$ cat src/rtl/irq_arbiter_pkg.sv
// Shared constants for the interrupt arbiter: FSM encoding, register word indices, ID values.
package irq_arbiter_pkg;

    typedef logic [2:0] irq_id_t;

    localparam logic [1:0] IDLE    = 2'd0;
    localparam logic [1:0] REQ     = 2'd1;
    localparam logic [1:0] SERVICE = 2'd2;

    localparam logic [1:0] REG_PEND = 2'd0;
    localparam logic [1:0] REG_MASK = 2'd1;
    localparam logic [1:0] REG_CFG  = 2'd2;
    localparam logic [1:0] REG_CUR  = 2'd3;

    localparam irq_id_t ID_NONE = 3'd7;

endpackage

$ cat src/rtl/irq_arbiter_prio_enc.sv
// Fixed-priority encoder: ID of the lowest set bit of vec, or ID_NONE when vec is zero.
module irq_prio_enc #(
    parameter int         N_SRC   = 6,
    parameter logic [2:0] ID_NONE = 3'd7
) (
    input  logic [N_SRC-1:0] vec,
    output logic [2:0]       id
);
    import irq_arbiter_pkg::*;

    always_comb begin
        id = ID_NONE;
        // Walk downwards so the lowest index is the last (winning) assignment.
        for (int i = N_SRC - 1; i >= 0; i--) begin
            if (vec[i]) id = irq_id_t'(i);
        end
    end

endmodule

$ cat src/rtl/irq_arbiter.sv
// Bus-mapped interrupt controller: latches, masks and prioritises sources, sequences REQ/ack/EOI.
// Define IRQ_SYNC_EN to pass irq_src through a 2-flop synchroniser before edge/level detection.
//
//   state   | meaning
//   IDLE    | no interrupt selected; CUR = ID_NONE, waiting for a masked pend
//   REQ     | CUR selected, irq_out high, waiting for CPU read (ack) or write (ack+EOI)
//   SERVICE | acknowledged, irq_out low, no preemption until EOI write to CUR
module irq_arbiter #(
    parameter int         N_SRC   = 6,
    parameter logic [2:0] ID_NONE = 3'd7
) (
    input  logic             clk,
    input  logic             reset,
    input  logic [1:0]       addr,
    input  logic             we,
    input  logic             rd_en,
    input  logic [31:0]      wdata,
    output logic [31:0]      rdata,
    input  logic [N_SRC-1:0] irq_src,
    output logic             irq_out
);
    import irq_arbiter_pkg::*;

    logic [N_SRC-1:0] src_s;
    logic [N_SRC-1:0] src_hist;
    logic [N_SRC-1:0] rise;
    logic [N_SRC-1:0] pend, pend_n;
    logic [N_SRC-1:0] mask;
    logic [N_SRC-1:0] cfg;
    logic [N_SRC-1:0] req_vec;
    logic [N_SRC-1:0] cur_hot;
    logic [N_SRC-1:0] clr;
    logic [1:0]       state, state_n;
    irq_id_t          cur, cur_n, enc_id;
    logic             wr_cur, rd_cur, eoi, active;
    logic             unused_wdata;

`ifdef IRQ_SYNC_EN
    logic [N_SRC-1:0] sync_q;

    always_ff @(posedge clk or posedge reset) begin
        if (reset) begin
            sync_q <= '0;
            src_s  <= '0;
        end else begin
            sync_q <= irq_src;
            src_s  <= sync_q;
        end
    end
`else
    assign src_s = irq_src;
`endif

    assign rise    = src_s & ~src_hist;
    assign req_vec = pend & mask;
    assign wr_cur  = we && (addr == REG_CUR);
    assign rd_cur  = rd_en && (addr == REG_CUR);
    assign eoi     = wr_cur && (state != IDLE);
    assign active  = |(req_vec & cur_hot);

    assign unused_wdata = ^wdata[31:N_SRC];

    always_comb begin
        cur_hot = '0;
        for (int i = 0; i < N_SRC; i++) begin
            cur_hot[i] = (cur == irq_id_t'(i));
        end
    end

    irq_prio_enc #(
        .N_SRC   (N_SRC),
        .ID_NONE (ID_NONE)
    ) u_prio_enc (
        .vec (req_vec),
        .id  (enc_id)
    );

    // Edge pends: a new rising edge wins over a same-cycle W1C/EOI clear; level pends follow src.
    always_comb begin
        clr    = eoi ? cur_hot : '0;
        pend_n = '0;
        if (we && (addr == REG_PEND)) clr = clr | wdata[N_SRC-1:0];
        for (int i = 0; i < N_SRC; i++) begin
            pend_n[i] = cfg[i] ? (rise[i] | (pend[i] & ~clr[i])) : src_s[i];
        end
    end

    always_comb begin
        state_n = state;
        cur_n   = cur;
        case (state)
            IDLE: begin
                if (|req_vec) begin
                    cur_n   = enc_id;
                    state_n = REQ;
                end
            end
            REQ: begin
                if (wr_cur) begin
                    cur_n   = ID_NONE;
                    state_n = IDLE;
                end else if (rd_cur) begin
                    state_n = SERVICE;
                end else if (!active) begin
                    cur_n   = ID_NONE;
                    state_n = IDLE;
                end
            end
            SERVICE: begin
                if (wr_cur) begin
                    cur_n   = ID_NONE;
                    state_n = IDLE;
                end
            end
            default: begin
                cur_n   = ID_NONE;
                state_n = IDLE;
            end
        endcase
    end

    always_ff @(posedge clk or posedge reset) begin
        if (reset) begin
            state    <= IDLE;
            cur      <= ID_NONE;
            irq_out  <= 1'b0;
            src_hist <= '0;
            pend     <= '0;
            mask     <= '0;
            cfg      <= '0;
        end else begin
            state    <= state_n;
            cur      <= cur_n;
            irq_out  <= (state_n == REQ);
            src_hist <= src_s;
            pend     <= pend_n;
            if (we && (addr == REG_MASK)) mask <= wdata[N_SRC-1:0];
            if (we && (addr == REG_CFG))  cfg  <= wdata[N_SRC-1:0];
        end
    end

    always_comb begin
        rdata = '0;
        case (addr)
            REG_PEND: rdata[N_SRC-1:0] = pend;
            REG_MASK: rdata[N_SRC-1:0] = mask;
            REG_CFG:  rdata[N_SRC-1:0] = cfg;
            default:  rdata[2:0]       = cur;
        endcase
    end

endmodule

$ cat config.mk
export PLATFORM = sky130hd
export DESIGN_NAME = irq_arbiter
export DESIGN_NICKNAME = d
export VERILOG_FILES = /design/src/rtl/irq_arbiter_pkg.sv /design/src/rtl/irq_arbiter_prio_enc.sv /design/src/rtl/irq_arbiter.sv
export SDC_FILE = /design/constraint.sdc
export NUM_CORES = 1
export LEC_CHECK = 0
export ABC_CLOCK_PERIOD_IN_PS = 3550
export CORE_UTILIZATION = 46
export CTS_BUF_LIST = sky130_fd_sc_hd__clkbuf_4
export CTS_CLUSTER_DIAMETER = 200
export CTS_CLUSTER_SIZE = 28
export DETAILED_ROUTE_END_ITERATION = 8
export MAX_ROUTING_LAYER = met4
export PLACE_DENSITY = 0.87
export SLEW_MARGIN = 10
export SYNTH_ARGS = -nofsm -noshare
export SYNTH_HDL_FRONTEND = slang
export SYNTH_HIERARCHICAL = 1
export SYNTH_SLANG_ARGS = --single-unit
$ cat constraint.sdc
create_clock -name clk -period 3.55 [get_ports clk]
set_input_delay 0.71 -clock clk [delete_from_list [all_inputs] [get_ports clk]]
set_output_delay 0.71 -clock clk [all_outputs]
set_load 0.005 [all_outputs]
==> impl.org, run 1 <==
** Outcome
- The flow ran to the end, and the final reports show no timing, DRC or antenna violations.

** Floorplanning
- The total area inside the core boundary comes to roughly 0.0035 mm2.
- Die height :: roughly 63 um
- Die W :: 63.3 um
- Area of the die :: roughly 0.004 mm2
- Starting density of the core :: 49.8%
- Row count :: 21
- For this design the top-level I/O count stands at 77.

** GRT
- Initial antenna violation count :: 0
- Number of global-route vias before repair :: roughly 1200
- Wire length of the first global-routing pass :: 5480 um
- Entering global routing, the biggest net connects 31 pins.
- Total GRT Usage :: a little under a fifth
- The total overflow left after global routing is 0.

** Power and ir drop
- Power spread over the standard cell area amounts to 520 mW/mm2.
- VDD IR-drop max :: ~0.32 mV
- Power consumption :: 1.03 mW
- For this design the static power due to leakage is between 0.8 and 0.9 nW.

** Clocking
- TritonCTS Buffers :: 5
- CTS built an H-tree with a depth of 2.
- The tree is rooted in a clkbuf_4.
- Maximum clock insertion buffer count :: 2
- Clock Sinks :: 30
- TritonCTS built the clock tree.
- Setup Fix Bufs, Post-CTS :: 0
- Clock-pin slew was measured on the worst setup and hold paths at roughly 80 ps.
- Cts-stage hold buffer count :: 0
- The clock reaches the later pin of the worst-skew pair after about 330 ps.
- After clock tree synthesis, the repair step resized 0 gates.

** Detailed routing
- Post-route ant nets :: 0
- The first TritonRoute pass finished after 4 iterations.
- Detailed-route wire length per cell :: between 10 and 15 um
- For this run, design rule violations remaining after detail routing come to 0.
- Dividing the detail-routed via count by the number of cells gives 5.12.
- Initial drt markers :: 28
- Via count :: around 1200
- Total length of routed wires :: roughly 3200 um

** Logic synthesis
- dfrtp_1 takes more of the synthesized area than any other cell.
- Share of flip-flops with an asynchronous set or reset after synthesis :: 100%
- Register bit total from synthesis :: 30
- Mapped cell area :: approximately 0.0017 mm2
- Most common cell in the netlist :: nand2_1
- Counting flops with a built-in enable in the synthesized netlist gives 0.
- Primary FF master, synth :: dfrtp_1
- Yosys cell types :: 37
- After synthesis, flip-flops and latches occupy between 40% and 50% of the total area.
- Synth area leaders :: dfrtp_1, buf_4, mux2_1, nand2_1, mux4_2
- The synthesized design devotes to its leading area cell type 39.1% of total area.
- Synth Instances :: ~170
- Average cell area after synthesis :: between 10 and 15 um2
- For this run, the number of Yosys warnings is 6.
- Commonest cells in the synthesized netlist :: nand2_1, buf_4, dfrtp_1

** STA
- Final cycle utilization of the critical path :: 89.8%
- Setup repair after global routing left no endpoint under its margin.
- The number of slew-limit violations in the final report is 0.
- Final Setup Violations :: 0
- The worst path needs 3190 ps of the cycle, external delays included.
- Final total negative setup slack :: 0 ps
- Clock Skew :: ~10 ps
- Final Hold Slack :: around 510 ps
- Achievable clock frequency :: 314 MHz
- The number of endpoints with negative hold slack in the final report is 0.

** Final layout
- At the end of the flow, the number of nets in the layout was approximately 240.
- The number of antenna diodes in the final layout is 0.
- Area of the multi-input gates :: 831 um2
- Summing all flip-flop and latch instances after layout gives approximately 750 um2.
- The post-route netlist has a little under an eighth of its cells at a drive strength greater than 1.
- From synthesis to final layout, the design area changed by 14.1%.
- The finished cells cover a little under 0.002 mm2.
- Fill count :: 309

** Min path
- The path class of the tightest hold or removal check is reg -> reg.

** Critical path
- STA classifies the critical path startpoint as an input port.
- Kind of capture point of the worst setup path :: primary output
- Critical path required time :: approximately 2800 ps
- Worst setup path category :: in -> out
- Maximum fanout along the worst path :: 7
- Critical path data arrival time :: around 2500 ps

** Placed design
- Cell area reported after detailed placement :: ~0.0019 mm2
- At the end of routability-driven placement, the weighted congestion stood at approximately 0.90.
- Number of buffers added on ports :: 24
- After legalization and detailed placement, the total HPWL measured approximately 2400 um.

** Run
- The tool flagged a number of max-cap violations equal to 0.
path summary, 6_finish.rpt:
check                                      start                  to  slack [ps]  cells after the start
setup / recovery                         addr[1]            rdata[4]         360                      6
hold / removal             src_hist[4]$_DFF_PP0_   pend[4]$_DFF_PP0_         510                      3
setup reg to reg              cur[0]$_DFFE_PP1P_  cur[1]$_DFFE_PP1P_        1900                      5
hold reg to reg            src_hist[4]$_DFF_PP0_   pend[4]$_DFF_PP0_         510                      3
max in group asynchronous                  reset  cur[1]$_DFFE_PP1P_        2490                      3
min in group asynchronous                  reset   pend[2]$_DFF_PP0_         740                      3
per-layer routing:
layer	GRT usage, %	share of wire, %
met3	6.52	7.4
met2	26.5	46
met4	4.55	0.99
met5	-	0
met1	25.4	46
placed cells by master (no fill, tap or decap), drive strengths merged, types with 2 or more instances in the layout:
cell            n
nand3           2
a22oi           2
o21ai           5
mux2           12
nand2          28
a21o            4
dfrtp          27
buf             3
nor2            5
dfstp           3
o22a            3
clkbuf          5
nor3b           2
conb           26
o2111ai         2
nand3b          2
inv             6
mux4            4
nor2b           4
clkdlybuf4s50  24
mux2i           3
nor3            3
and3            2
a221oi          5
and2            2
a21oi           2
cell families (layout without fill, tap and decap cells):
family	after synthesis	count (layout)	share of synthesized area, %
simple gates	55	55	16.2
other cells	1	26	0.217
flops	30	30	43.7
mux	19	19	14.8
buf+inv	35	39	13.6
compound gates	25	25	11.5
worst max-delay path: stages:
cell and delay (ps):
clkdlybuf4s50_1 580, buf_4 250, and2b_1 250, nand2_1 60
o21ai_1 100, clkdlybuf4s50_1 520
flip-flops by register name (all words and copies together) (netlist names):
register,cells
src_hist,6
cur,3
irq_out,1
cfg,6
state,2
mask,6
pend,6
per-stage QoR:
stage	cells	worst slack, ps	util, %
detailed placement	234	374	55.6
floorplan	190	1450	-
global placement	234	357	55.6
finish	240	360	56.8
global route	240	227	56.8
CTS	240	352	56.8
cell type report:
cell class / count / area share [%]
Inverter: 6 / 1.14
Multi-Input combinational cell: 125 / 42.2
Clock inverter: 1 / 0.191
Clock buffer: 5 / 1.91
Timing Repair Buffer: 27 / 13.3
Sequential cell: 30 / 38.3
Tap cell: 46 / 2.92
where the power goes:
group | switching (mW) | internal (mW) | total [mW]
clock network | 0.106 | 0.0674 | 0.173
logic | 0.160 | 0.184 | 0.344
registers | 0.0827 | 0.425 | 0.508
(Power assumes the default switching activity.)
==> run 2, diff against run 1 <==
--- a/config.mk
+++ b/config.mk
@@ -7,12 +7,13 @@
 export LEC_CHECK = 0
 export ABC_CLOCK_PERIOD_IN_PS = 3550
 export CORE_UTILIZATION = 46
-export CTS_BUF_LIST = sky130_fd_sc_hd__clkbuf_4
+export CTS_BUF_LIST = sky130_fd_sc_hd__clkbuf_2
 export CTS_CLUSTER_DIAMETER = 200
 export CTS_CLUSTER_SIZE = 28
 export DETAILED_ROUTE_END_ITERATION = 8
 export MAX_ROUTING_LAYER = met4
 export PLACE_DENSITY = 0.87
+export RECOVER_POWER = 100
 export SLEW_MARGIN = 10
 export SYNTH_ARGS = -nofsm -noshare
 export SYNTH_HDL_FRONTEND = slang
==> run 2 against run 1 <==
  * The run now ends with capacitance limit, slew limit left
  * Sequential power about the same
  * Cell area decreased by 1.5%
  * Non-clock buffer count unchanged
  * Combinational power decreased by 5.8%
  * Hold slack improved by 15 ps
  * Register-to-register slack got worse by 130 ps
  * Sequential cell count unchanged
  * Wire length decreased by 0.86%
  * Critical path depth decreased by 3
  * Sequential share of layout area increased by 0.59 points
  * Total power decreased by 5.0%
  * Critical path type unchanged
  * Largest cell class unchanged
  * Largest power group unchanged
  * Highest routed layer unchanged
==> impl.org, run 2 (synthesis gave the netlist of run 1 again) <==
** Final layout
- Diodes inserted :: 0 (unchanged)
- The fraction of layout instances using a drive strength above 1 was 9.28% (was 11.3%).
- The sequential cell area in the final layout is 754 um2 (unchanged).
- The area used by multi-input combinational logic came to 817 um2 (was 831 um2).
- The fill cell instance count of the final layout was 311 (was 309).
- The post-layout instance count excluding filler cells is 240 (unchanged).
- Commonest non-fill, non-tap cell in the layout :: nand2_1 (unchanged)
- Most frequent cells in the layout :: nand2_1, dfrtp_1, conb_1 (unchanged)
- Final layout net count :: 239 (unchanged)
- Area growth syn-to-layout :: 12.3% (was 14.1%)

** Placed design
- Final HPWL from detailed placement :: 2380 um (unchanged)
- Placed Instances :: 234 (unchanged)
- The final weighted congestion in routability-driven placement was 0.899 (unchanged).
- Number of buffers added on ports :: 24 (unchanged)

** Critical path
- The reg-to-reg critical path startpoint was cur[0]$_DFFE_PP1P_ (unchanged).
- Endpoint of the lowest-slack register-to-register path :: cur[1]$_DFFE_PP1P_ (unchanged)
- The arrival time at the worst endpoint came to 2620 ps (was 2480 ps).
- The critical path class is in -> out (unchanged).
- Sequence of cells on the critical path: dlygate4sd3_1, mux4_2, dlygate4sd3_1 (was clkdlybuf4s50_1, buf_4, and2b_1, nand2_1, o21ai_1, clkdlybuf4s50_1).
- Slack of the worst reg-to-reg path :: 1770 ps (was 1900 ps)
- The critical path's slowest cell was dlygate4sd3_1 (was clkdlybuf4s50_1).
- The nature of the critical path endpoint is a primary output (unchanged).
- The startpoint class of the critical path was an input port (unchanged).
- The largest incremental delay on the critical path was 740 ps (was 580 ps).
- Top cell by count, worst path :: dlygate4sd3_1 (was clkdlybuf4s50_1)
- Maximum fanout along the worst path :: 7 (unchanged)
- Launch point of the worst path :: addr[1] (unchanged)
- The cell count of the worst reg-to-reg path was 5 (unchanged).
- Critical path required time :: 2840 ps (about the same)

** Clocking
- The number of buffers inserted by hold repair at cts is 0 (unchanged).
- Root cell of the clock tree :: clkbuf_2 (was clkbuf_4)
- The clock tree from TritonCTS was yes (unchanged).
- The number of levels the H-tree was split into is 2 (unchanged).
- The worst-case clock buffer depth came to 2 (unchanged).
- The count of clock tree sinks was 30 (unchanged).
- The number of buffers created by CTS came to 5 (unchanged).
- The source-to-sink clock delay at the later pin of the worst-skew pair was 350 ps (was 330 ps).
- The clock input transition at the sequential cells of the worst setup and hold paths was 140 ps (was 80 ps).
- PostCTS Resize Cnt :: 0 (unchanged)
- The post-CTS setup-driven buffer insertion count came to 0 (unchanged).

** Floorplanning
- Area of the die :: 0.00400 mm2 (unchanged)
- The number of rows in the core area is 21 (unchanged).
- Starting density of the core :: 49.8% (unchanged)
- Die W :: 63.3 um (unchanged)
- The vertical die dimension came to 63.3 um (unchanged).
- I/O pins :: 77 (unchanged)
- The core box area is 0.00347 mm2 (unchanged).

** Power and ir drop
- Power consumption :: 0.974 mW (was 1.03 mW)
- Proportion of power drawn by combinational gates :: 33.3% (was 33.5%)
- Portion of total power attributed to sequential cells :: 51.9% (was 49.6%)
- Clock network fraction of design power :: 14.8% (was 16.9%)
- Fraction of power spent switching nets :: 34.6% (was 34.0%)
- The ratio of total power to cell area was 502 mW/mm2 (was 520 mW/mm2).
- VDD IR-drop max :: 0.307 mV (was 0.323 mV)
- The leakage power came to 0.890 nW (was 0.897 nW).
- The power spent charging and discharging nets came to 0.337 mW (was 0.348 mW).
- Total internal power :: 0.637 mW (was 0.677 mW)

** Outcome
- Violations in the final reports :: capacitance limit, slew limit
- Run status: finished with violations (was finished, final reports clean).

** GRT
- The number of antenna violations at the first check in global routing is 0 (unchanged).
- The total global-route track usage is 18.8% (was 18.6%).
- Largest net degree at the start of global routing :: 31 (unchanged)
- GR Overflow Total :: 0 (unchanged)
- Wire length of the first global-routing pass :: 5520 um (was 5480 um)
- The via count of the first global-routing pass came to 1175 (was 1161).

** STA
- The number of slew-limit violations in the final report came to 31 (was 0).
- The shortest clock period the worst path allows after layout is 3330 ps (was 3190 ps).
- Slew headroom :: -3.96%
- Unrepaired setup endpoints after global routing: no (unchanged).
- For the pin with the worst max-slew slack, the measured transition is roughly 1600 ps.
- The sum of negative setup slack came to 0 ps (unchanged).
- Final-report hold violation count :: 0 (unchanged)
- The clock tree skew after final layout came to 16.9 ps (was 10.4 ps).
- The maximum clock rate is 300 MHz (was 314 MHz).
- Final cycle utilization of the critical path :: 93.8% (was 89.8%)
- The number of setup violations in the final report was 0 (unchanged).
- The worst hold slack after final layout was 522 ps (was 508 ps).

** Detailed routing
- The aggregate routed wire length was 3210 um (was 3240 um).
- The average via count per standard cell was 5.12 (about the same).
- The starting DRC count in detailed routing came to 57 (was 28).
- The number of routed nets with antenna violations was 0 (unchanged).
- The final routed DRC violation total was 0 (unchanged).
- The average wire per cell in the routed design was 13.4 um (was 13.5 um).
- Via count :: 1229 (was 1228)
- The count of TritonRoute iterations in the first routing pass is 4 (unchanged).

** Min path
- Worst hold stages :: 3 (unchanged)
- The hold-critical path endpoint is pend[4]$_DFF_PP0_ (unchanged).
- Worst Hold Class :: reg -> reg (unchanged)
- The origin of the worst min-delay path was src_hist[4]$_DFF_PP0_ (unchanged).

** Run
- The max-cap violation count was 1 (was 0).
## run 2: worst max-delay path: cells and delay by family
kind     cells  cell delay (ps)
buf+inv      2             1330
mux          1              570
## run 2: cell type report
class                      instances  area share (%)
clock buffer                       5            1.29
tap                               46            2.97
timing repair buffer              27            13.4
clock inverter                     1           0.194
inverter                           6            1.16
multi-input combinational        125            42.1
sequential                        30            38.9
## run 2: per-stage QoR
step	util [%]	setup slack (ps)	instance area, um2
5_1_grt	55.9	115	1940
6_report	55.9	222	1940
4_1_cts	56.4	352	1960
2_1_floorplan	-	1450	1820
3_5_place_dp	55.6	374	1930
3_3_place_gp	55.6	357	1930
## run 2: metal layers
metal,global-route usage [%],routed length [um]
met1,25.1,1440
met2,26.6,1530
met3,6.52,227
met4,6.25,20
met5,-,0
## run 2: how the worst max path moves through the flow
stage | to | slack [ps] | cells past startpoint
after floorplan | rdata[0] | 1450 | 2
after global placement | rdata[4] | 360 | 6
after detailed placement | rdata[4] | 370 | 6
after CTS | rdata[4] | 350 | 6
after global routing | rdata[0] | 120 | 3
final | rdata[0] | 220 | 3
## run 2: power by group through the flow
stage | sequential (mW) | clock (mW) | combinational, mW
2_1_floorplan | 0.481 | 0 | 0.264
3_3_place_gp | 0.509 | 0 | 0.330
3_5_place_dp | 0.514 | 0 | 0.338
4_1_cts | 0.507 | 0.151 | 0.342
5_1_grt | 0.522 | 0.170 | 0.359
6_report | 0.505 | 0.144 | 0.324
==> run 3, diff against run 2 <==
--- a/config.mk
+++ b/config.mk
@@ -11,7 +11,6 @@
 export CTS_CLUSTER_DIAMETER = 200
 export CTS_CLUSTER_SIZE = 28
 export DETAILED_ROUTE_END_ITERATION = 8
-export MAX_ROUTING_LAYER = met4
 export PLACE_DENSITY = 0.87
 export RECOVER_POWER = 100
 export SLEW_MARGIN = 10
==> results of run 3 <==
Final layout, timing and power as in run 2 (identical DEF).
Main changes from that run: final weighted congestion in routability-driven placement 0.899 -> 0.884; overall routing resource usage 18.8% -> 18.3%
